### src/rtl/pipe_ctrl.sv
// pipe_ctrl: pipeline sequencing controller for the five-stage CPU.
// Produces per-stage load enables and bubble controls for the F/D, D/E,
// E/M and M/W registers, the exception-entry flush (Req) and the next-PC
// source. Arbitrates exception entry, data-bus wait, eret redirect and
// data-hazard stalls; defers exceptions raised during a bus wait, forces a
// bus-timeout exception after TIMEOUT consecutive wait cycles and keeps a
// saturating count of stalled cycles.
//
// Exception entry (Req=1, pc_sel=1) always drives every enable to 1, whether
// the exception comes from RUN, from a deferred request at the end of a bus
// wait, or from a bus timeout: the PC must load the handler address and the
// pipeline registers must take the Req flush in that cycle.
module pipe_ctrl #(
    parameter int TIMEOUT = 16
) (
    input  logic        clk,
    input  logic        reset,
    input  logic        exc_req,
    input  logic        mem_wait,
    input  logic        eret_D,
    input  logic        epc_busy,
    input  logic        stall_hazard,
    output logic        F_enable,
    output logic        D_enable,
    output logic        E_enable,
    output logic        M_enable,
    output logic        W_enable,
    output logic        D_flush,
    output logic        E_flush,
    output logic        Req,
    output logic [1:0]  pc_sel,
    output logic        bus_timeout,
    output logic [31:0] stall_cnt
);

    typedef enum logic [1:0] {
        RUN  = 2'd0,
        WAIT = 2'd1,
        EXC  = 2'd2
    } state_t;

    localparam logic [1:0] PC_SEQ     = 2'd0;
    localparam logic [1:0] PC_HANDLER = 2'd1;
    localparam logic [1:0] PC_EPC     = 2'd2;

    // Counter value seen in the cycle that is the TIMEOUT-th mem_wait cycle:
    // the counter is loaded with 1 when the wait starts (that first cycle
    // already counts), so it lags the mem_wait cycle number by one.
    localparam logic [7:0] WAIT_LAST = 8'(TIMEOUT - 1);

    localparam logic [4:0] EN_ALL  = 5'b11111;
    localparam logic [4:0] EN_NONE = 5'b00000;
    // Hazard stall: hold F and D, let E, M and W drain.
    localparam logic [4:0] EN_HAZ  = 5'b00111;

    state_t      state_reg, state_next;
    logic        pending_reg, pending_next;
    logic [7:0]  wait_cnt_reg, wait_cnt_next;
    logic [31:0] stall_cnt_reg;

    // Raw controls before reset gating; enables ordered F, D, E, M, W.
    logic [4:0]  enables;
    logic        d_flush;
    logic        e_flush;
    logic        req;
    logic [1:0]  pc_src;
    logic        timeout_hit;
    logic        run_rules;
    logic        exc_allowed;
    logic        stall_event;

    // State, deferred-exception flag and bus-wait counter registers.
    always_ff @(posedge clk or negedge reset) begin
        if (!reset) begin
            state_reg    <= RUN;
            pending_reg  <= 1'b0;
            wait_cnt_reg <= 8'd0;
        end else begin
            state_reg    <= state_next;
            pending_reg  <= pending_next;
            wait_cnt_reg <= wait_cnt_next;
        end
    end

    // Next-state and control decode; RUN rules are shared by RUN, EXC and
    // the quiet exit from WAIT.
    always_comb begin
        state_next    = state_reg;
        pending_next  = pending_reg;
        wait_cnt_next = wait_cnt_reg;
        enables       = EN_ALL;
        d_flush       = 1'b0;
        e_flush       = 1'b0;
        req           = 1'b0;
        pc_src        = PC_SEQ;
        timeout_hit   = 1'b0;
        run_rules     = 1'b0;
        exc_allowed   = 1'b0;

        case (state_reg)
            RUN: begin
                run_rules   = 1'b1;
                exc_allowed = 1'b1;
            end

            // One cycle after exception entry: the request that caused it
            // may still be asserted, so it is ignored here.
            EXC: begin
                run_rules   = 1'b1;
                exc_allowed = 1'b0;
            end

            WAIT: begin
                if (mem_wait) begin
                    if (wait_cnt_reg == WAIT_LAST) begin
                        // Bus timeout wins over everything, including a
                        // deferred request, which it subsumes.
                        timeout_hit   = 1'b1;
                        req           = 1'b1;
                        pc_src        = PC_HANDLER;
                        pending_next  = 1'b0;
                        wait_cnt_next = 8'd0;
                        state_next    = EXC;
                    end else begin
                        enables       = EN_NONE;
                        wait_cnt_next = wait_cnt_reg + 8'd1;
                        if (exc_req) begin
                            pending_next = 1'b1;
                        end
                    end
                end else if (pending_reg || exc_req) begin
                    // Deferred (or just-arrived) exception taken on the
                    // first cycle the bus is ready.
                    req           = 1'b1;
                    pc_src        = PC_HANDLER;
                    pending_next  = 1'b0;
                    wait_cnt_next = 8'd0;
                    state_next    = EXC;
                end else begin
                    wait_cnt_next = 8'd0;
                    run_rules     = 1'b1;
                    exc_allowed   = 1'b1;
                end
            end

            default: begin
                state_next    = RUN;
                pending_next  = 1'b0;
                wait_cnt_next = 8'd0;
            end
        endcase

        if (run_rules) begin
            if (exc_allowed && exc_req) begin
                req        = 1'b1;
                pc_src     = PC_HANDLER;
                state_next = EXC;
            end else if (mem_wait) begin
                enables       = EN_NONE;
                wait_cnt_next = 8'd1;
                state_next    = WAIT;
            end else begin
                state_next = RUN;
                if (eret_D && !epc_busy) begin
                    // Redirect to EPC and kill the slot fetched behind eret.
                    pc_src  = PC_EPC;
                    d_flush = 1'b1;
                end else if (eret_D || stall_hazard) begin
                    // eret waiting on an in-flight EPC write stalls like a
                    // data hazard.
                    enables = EN_HAZ;
                    e_flush = 1'b1;
                end
            end
        end
    end

    // Drive the ports; every control is forced inactive while reset is low.
    always_comb begin
        if (reset) begin
            {F_enable, D_enable, E_enable, M_enable, W_enable} = enables;
            D_flush     = d_flush;
            E_flush     = e_flush;
            Req         = req;
            pc_sel      = pc_src;
            bus_timeout = timeout_hit;
        end else begin
            {F_enable, D_enable, E_enable, M_enable, W_enable} = EN_NONE;
            D_flush     = 1'b0;
            E_flush     = 1'b0;
            Req         = 1'b0;
            pc_sel      = PC_SEQ;
            bus_timeout = 1'b0;
        end
    end

    // A cycle counts as stalled when any register is held or E is bubbled.
    assign stall_event = (enables != EN_ALL) || e_flush;

    // Saturating stalled-cycle counter.
    always_ff @(posedge clk or negedge reset) begin
        if (!reset) begin
            stall_cnt_reg <= 32'd0;
        end else if (stall_event && (stall_cnt_reg != 32'hFFFF_FFFF)) begin
            stall_cnt_reg <= stall_cnt_reg + 32'd1;
        end
    end

    assign stall_cnt = stall_cnt_reg;

endmodule

### config.mk
export PLATFORM = sky130hd
export DESIGN_NAME = pipe_ctrl
export DESIGN_NICKNAME = d
export VERILOG_FILES = /design/src/rtl/pipe_ctrl.sv
export SDC_FILE = /design/constraint.sdc
export NUM_CORES = 1
export LEC_CHECK = 0
export BUFFER_PORTS_ARGS = -buffer_cell sky130_fd_sc_hd__buf_2
export CAP_MARGIN = 10
export CORE_MARGIN = 1
export CORE_UTILIZATION = 54
export DETAILED_ROUTE_END_ITERATION = 10
export PLACE_DENSITY = 0.79
export SYNTH_ARGS = -nofsm -noshare
export SYNTH_HDL_FRONTEND = slang
export SYNTH_SLANG_ARGS = --single-unit
### constraint.sdc
create_clock -name clk -period 2.52 [get_ports clk]
set_input_delay 0.504 -clock clk [delete_from_list [all_inputs] [get_ports clk]]
set_output_delay 0.504 -clock clk [all_outputs]
set_load 0.02 [all_outputs]
# Yosys cells after proc, flatten, opt, wreduce, memory -nomap -nowiden
# Index checks and enable logic that the tools add are counted.
[word_totals]
reg_bits = 43
latch_bits = 0
ramBits = 0
romBits = 0
input_bits = 7
out_inout_bits = 43
wordCells = 93
n_memories = 0
[op_classes]
n_addsub = 2
n_mul = 0
div_mod_pow = 0
magnitude_cmp = 0
eq_ne = 10
shifts = 0
mux = 65
bitwise = 1
reduce_logical = 11
[op_table]
columns = ["cell", "n"]
rows = [
  ["two-way mux 5 bit", 8],
  ["two-way mux 8 bit", 5],
  ["two-way mux 1 bit", 35],
  ["adder 32 x 1 -> 32 bit, second input constant", 1],
  ["!= test 32 bit, second input constant", 1],
  ["two-way mux 2 bit", 12],
  ["case mux 8 bit (2 select lines)", 1],
  ["!= test 4 bit, second input constant", 3],
  ["adder 8 x 1 -> 8 bit, second input constant", 1],
  ["== test 8 x 4 -> 1 bit, second input constant", 1],
  ["case mux 1 bit (2 select lines)", 3],
  ["AND reduction 3 bit", 2],
  ["!= test 5 bit, second input constant", 1],
  ["case mux 2 bit (2 select lines)", 1],
  ["logical AND 1 bit", 3],
  ["logical OR 1 bit", 3],
  ["!= test 3 bit, second input constant", 1],
  ["== test 2 x 1 -> 1 bit, second input constant", 1],
  ["== test 2 bit, second input constant", 1],
  ["logical NOT 2 bit", 1],
  ["!= test 2 x 1 -> 1 bit, second input constant", 1],
  ["OR reduction 2 bit", 1],
  ["logical NOT 1 bit", 1],
  ["NOT 1 bit", 1],
]

# Longest topological paths before layout
[logic_depth]
depth_word = 12
mapped_depth = 7
depth_no_buf = 6

# Worst setup path after synthesis
# No wires, ideal clock.
[synth_path]
path_kind = "reg2out"
startpoint = "reg wait_cnt_reg[5]"
endpoint = "out M_enable"
arrival_time_ns = 2.016
required_ns = 2.016
slack_ns = 0.000
path_stages_with_launch = 7
n_path_buf = 1
cell_sequence = "dfrtp_1 > or4_1 > nor2_1 > nor3b_1 > o21a_1 > nor2b_1 > buf_4"
[synth_via]
elab_chain_cells = 10
[synth_rtl]
columns = ["item", "line_no", "rtl"]
rows = [
  ["from (decl)", "58", "logic [7:0] wait_cnt_reg, wait_cnt_next;"],
  ["from (signal assigned)", "81", "wait_cnt_reg <= wait_cnt_next;"],
  ["== test 8 x 4 -> 1 bit *", "115", "if (wait_cnt_reg == WAIT_LAST) begin"],
  ["two-way mux 5 bit *", "115", ""],
  ["two-way mux 5 bit *", "114", "if (mem_wait) begin"],
  ["two-way mux 5 bit *", "100", "case (state_reg)"],
  ["two-way mux 5 bit", "168", "end else if (eret_D || stall_hazard) begin"],
  ["two-way mux 5 bit", "164", "if (eret_D && !epc_busy) begin"],
  ["two-way mux 5 bit", "158", "end else if (mem_wait) begin"],
  ["two-way mux 5 bit", "154", "if (exc_allowed && exc_req) begin"],
  ["two-way mux 5 bit *", "153", "if (run_rules) begin"],
  ["two-way mux 1 bit *", "180", "if (reset) begin"],
  ["to (decl)", "26", "output logic M_enable,"],
]
# Every way passes the cells marked *; elsewhere a longest branch is shown, timed or not.

# Worst setup path in the final report
[layout_path]
startpoint = "reg wait_cnt_reg[7]"
endpoint = "out E_enable"
[layout_via]
elab_chain_cells = 10
[layout_rtl]
columns = ["item", "line_no", "rtl"]
rows = [
  ["== test 8 x 4 -> 1 bit *", "115", ""],
  ["two-way mux 5 bit *", "115", ""],
  ["two-way mux 5 bit *", "114", ""],
  ["two-way mux 5 bit *", "100", ""],
  ["two-way mux 5 bit", "168", ""],
  ["two-way mux 5 bit", "164", ""],
  ["two-way mux 5 bit", "158", ""],
  ["two-way mux 5 bit", "154", ""],
  ["two-way mux 5 bit *", "153", ""],
  ["two-way mux 1 bit *", "180", ""],
  ["to (decl)", "25", "output logic E_enable,"],
]
# Marked as above.

==> impl_metrics.yaml <==
power:
  p_sw_uw: 572
  power_density_nw_per_um2: 625
  power.leakage_uw: 0.00128
  p_clk_frac: 0.242
  p_int_uw: 1150
  p_total_uw: 1720
  pwr-share-seq: 0.503
  ir_worst_vdd_mv: 0.576
  switching_share: 0.333
  pwr-share-comb: 0.255
logic_synthesis:
  synth-main-ff-cell: "dfrtp_1"
  seq_area_frac_synth: 0.471
  synth_edf_count: 0
  async_flop_share: 1.00
  ys_ff_latch: 43
  ys_types: 44
  syn_nets: 238
  syn_area_sq_um: 2280
  syn_avg_cell_area_sq_um: 9.97
  ys_warn_count: 0
  syn_inst: 229
setup_path:
  r2r_start: "stall_cnt[10]$_DFFE_PN0P_"
  crit_path_cell_trace: "or4_4 -> nor2_4 -> nor3b_2 -> o21a_1 -> nor2b_4 -> buf_6"
  critPathTopFamily: "simple AND/OR/NAND/NOR gates"
  worst-path-stages: 6
  r2r_cells: 6
  worstPathArrival_ps: 2020
  cp_max_fo: 3
  r2r_slack_ps: 310
  cp-end-kind: "output port"
  slowest_stage: "or4_4"
  cp_num_buf_inv: 1
  worst_ep_required_time_ps: 2020
  r2r_end: "stall_cnt[8]$_DFFE_PN0P_"
  slowest_delay_ps: 590
  critPathLaunchType: "flop"
  critPathKind: "flop to output port"
floorplanning:
  dieArea_sq_um: 4490
  start_util: 0.566
  fp-row-count: 23
  die_w_microns: 67.0
  fp.dieH_microns: 67.0
  core_sq_um: 4030
  boundaryPins: 50
placement:
  port_buffers: 49
  finalWeightedCongestion: 0.825
  dp.final_hpwl_microns: 3580
timing:
  slew_viol_final: 0
  slew_headroom: 0.651
  worst_pin_slew_ps: 524
  min_period_ps: 2530
  hold_viol_final: 0
  fin_ws_ps: -8.48
  finalSetupViolCount: 3
  min_period_over_period: 1.00
  fmax_ghz: 0.395
  rsz0062_at_grt: "yes"
  fin_worst_skew_ps: 7.04
routing:
  ant_nets: 0
  vias: 1966
  viasPerCell: 5.83
  drt_iter0_drc: 163
  drt_first_pass_iters: 4
  drc: 0
  routedWlPerCell_microns: 14.8
  routed_wl_microns: 4970
global_routing:
  grt_antenna_before_repair: 0
  grt_max_degree: 19
  grt_pass1_vias: 1773
  grt_pass1_wl_microns: 7850
  grt_overflow_total: 0
  grt.total_usage: 0.233
clock_tree:
  cts_root_buffer: "clkbuf_8"
  clock_path_buffers: 2
  clock_latency_ps: 290
  cts_hold_buffers: 0
  cts_sinks: 43
  cts_tree: "built"
  clk_pin_slew_worst_paths_ps: 80
  htree_levels: 2
  numCtsBuffers: 5
flow_run:
  drv_cap: 0
finish:
  nFillCells: 338
  drive_gt1_frac: 0.282
  largest_register_ff_count: 32
  postLayoutCoreUtil: 0.683
  antenna_cells: 0
  finalNetCount: 295
  syn_to_final_growth_pct: 20.5
min_path:
  hold_class: "input pin to asynchronous set/reset pin"
status:
  violations: "setup timing"
  status: "finished, violations left"
==> Yosys cell counts, types with 2 or more instances <==
cell	count	area [sq um]
buf_2	2	10.0
nor2b_1	4	25.0
buf_4	4	30.0
and2_1	2	12.5
ha_1	2	25.0
nor2_1	17	63.8
nand3_1	21	105
clkbuf_1	4	15.0
xnor2_1	31	272
inv_1	2	7.51
o21a_1	2	15.0
a311oi_1	2	17.5
o21ai_0	9	45.0
nor4_1	2	12.5
nand4_1	15	93.8
and3_1	13	81.3
and4_1	3	26.3
nand4b_1	3	26.3
a41oi_1	2	17.5
nor3b_1	3	22.5
nor3_1	4	20.0
nand2b_1	2	12.5
dfrtp_1	43	1080
a21oi_1	8	40.0
nand2_1	10	37.5
==> power groups by stage <==
stage | clock [uW] | combinational (uW) | sequential (uW)
floorplan | 0 | 241 | 911
CTS | 427 | 427 | 861
finish | 415 | 439 | 866
global route | 453 | 479 | 876
detailed placement | 0 | 420 | 874
global placement | 0 | 406 | 870
==> through the flow <==
stage	TNS (ps)	setup WS, ps	cells	hold slack [ps]	area (sq um)
2_1_floorplan	0	0.454	229	208	2280
3_3_place_gp	0	207	324	389	2580
3_5_place_dp	0	140	324	392	2580
4_1_cts	0	8.54	334	76.5	2700
5_1_grt	-176	-57.6	337	88.9	2750
6_report	-22.5	-8.48	337	81.2	2750
==> placed cells by master (no fill, tap or decap), types with 2 or more instances in the layout <==
cell / count
nand4_1: 15
clkbuf_1: 2
clkbuf_8: 5
ha_1: 2
nor3_1: 3
xnor2_1: 31
nand4b_1: 3
or4_4: 2
buf_4: 12
nand2b_1: 2
and2_1: 2
and4_1: 3
dfrtp_1: 43
o21a_1: 2
a21oi_1: 8
nor4_1: 2
nand3_1: 21
nor2_1: 16
inv_1: 2
buf_2: 46
nand2_1: 10
and3_1: 13
buf_6: 3
nor3b_1: 2
a41oi_1: 2
a311oi_1: 2
nor2b_1: 3
o21ai_0: 9
==> cells by family after synthesis <==
group,share of synthesized area
AND/OR/NAND/NOR,0.270
flip-flops,0.471
XOR/XNOR,0.119
AO/OA/AOI/OAI,0.0844
buffers and inverters,0.0323
multiplexers,0.0115
adder cells (fa/ha/maj),0.0110
==> worst max path at each step <==
stage,startpoint,end,slack (ps)
2_1_floorplan,wait_cnt_reg[5]$_DFF_PN0_,M_enable,0.5
3_3_place_gp,wait_cnt_reg[5]$_DFF_PN0_,E_enable,210
3_5_place_dp,wait_cnt_reg[5]$_DFF_PN0_,E_enable,140
4_1_cts,wait_cnt_reg[4]$_DFF_PN0_,E_enable,9
5_1_grt,wait_cnt_reg[7]$_DFF_PN0_,E_enable,-60
6_report,wait_cnt_reg[7]$_DFF_PN0_,E_enable,-8
==> layer usage <==
| metal | global-route usage | share of wire | vias to the layer above |
|---|---|---|---|
| li1 | - | - | 954 |
| met1 | 0.311 | 0.45 | 940 |
| met2 | 0.373 | 0.49 | 66 |
| met3 | 0.0428 | 0.050 | 6 |
| met4 | 0.0824 | 0.011 | 0 |
| met5 | 0 | 0 | - |
==> timing repair <==
item,4_1_cts,5_1_grt
buffers inserted,2,3
endpoints found under the hold margin,0,0
resized for setup,8,6
cloned,0,0
setup endpoints to repair,7,5
pin swaps,2,4
==> layout make-up <==
| class | instances | area [sq um] | area share |
|---|---|---|---|
| Clock buffer | 7 | 76.3 | 0.0278 |
| Clock inverter | 1 | 5.00 | 0.00182 |
| Inverter | 2 | 7.51 | 0.00273 |
| Multi-Input combinational cell | 173 | 1170 | 0.425 |
| Sequential cell | 43 | 1080 | 0.391 |
| Tap cell | 50 | 62.6 | 0.0227 |
| Timing Repair Buffer | 61 | 354 | 0.129 |
Power figures use the tool's default switching activity.
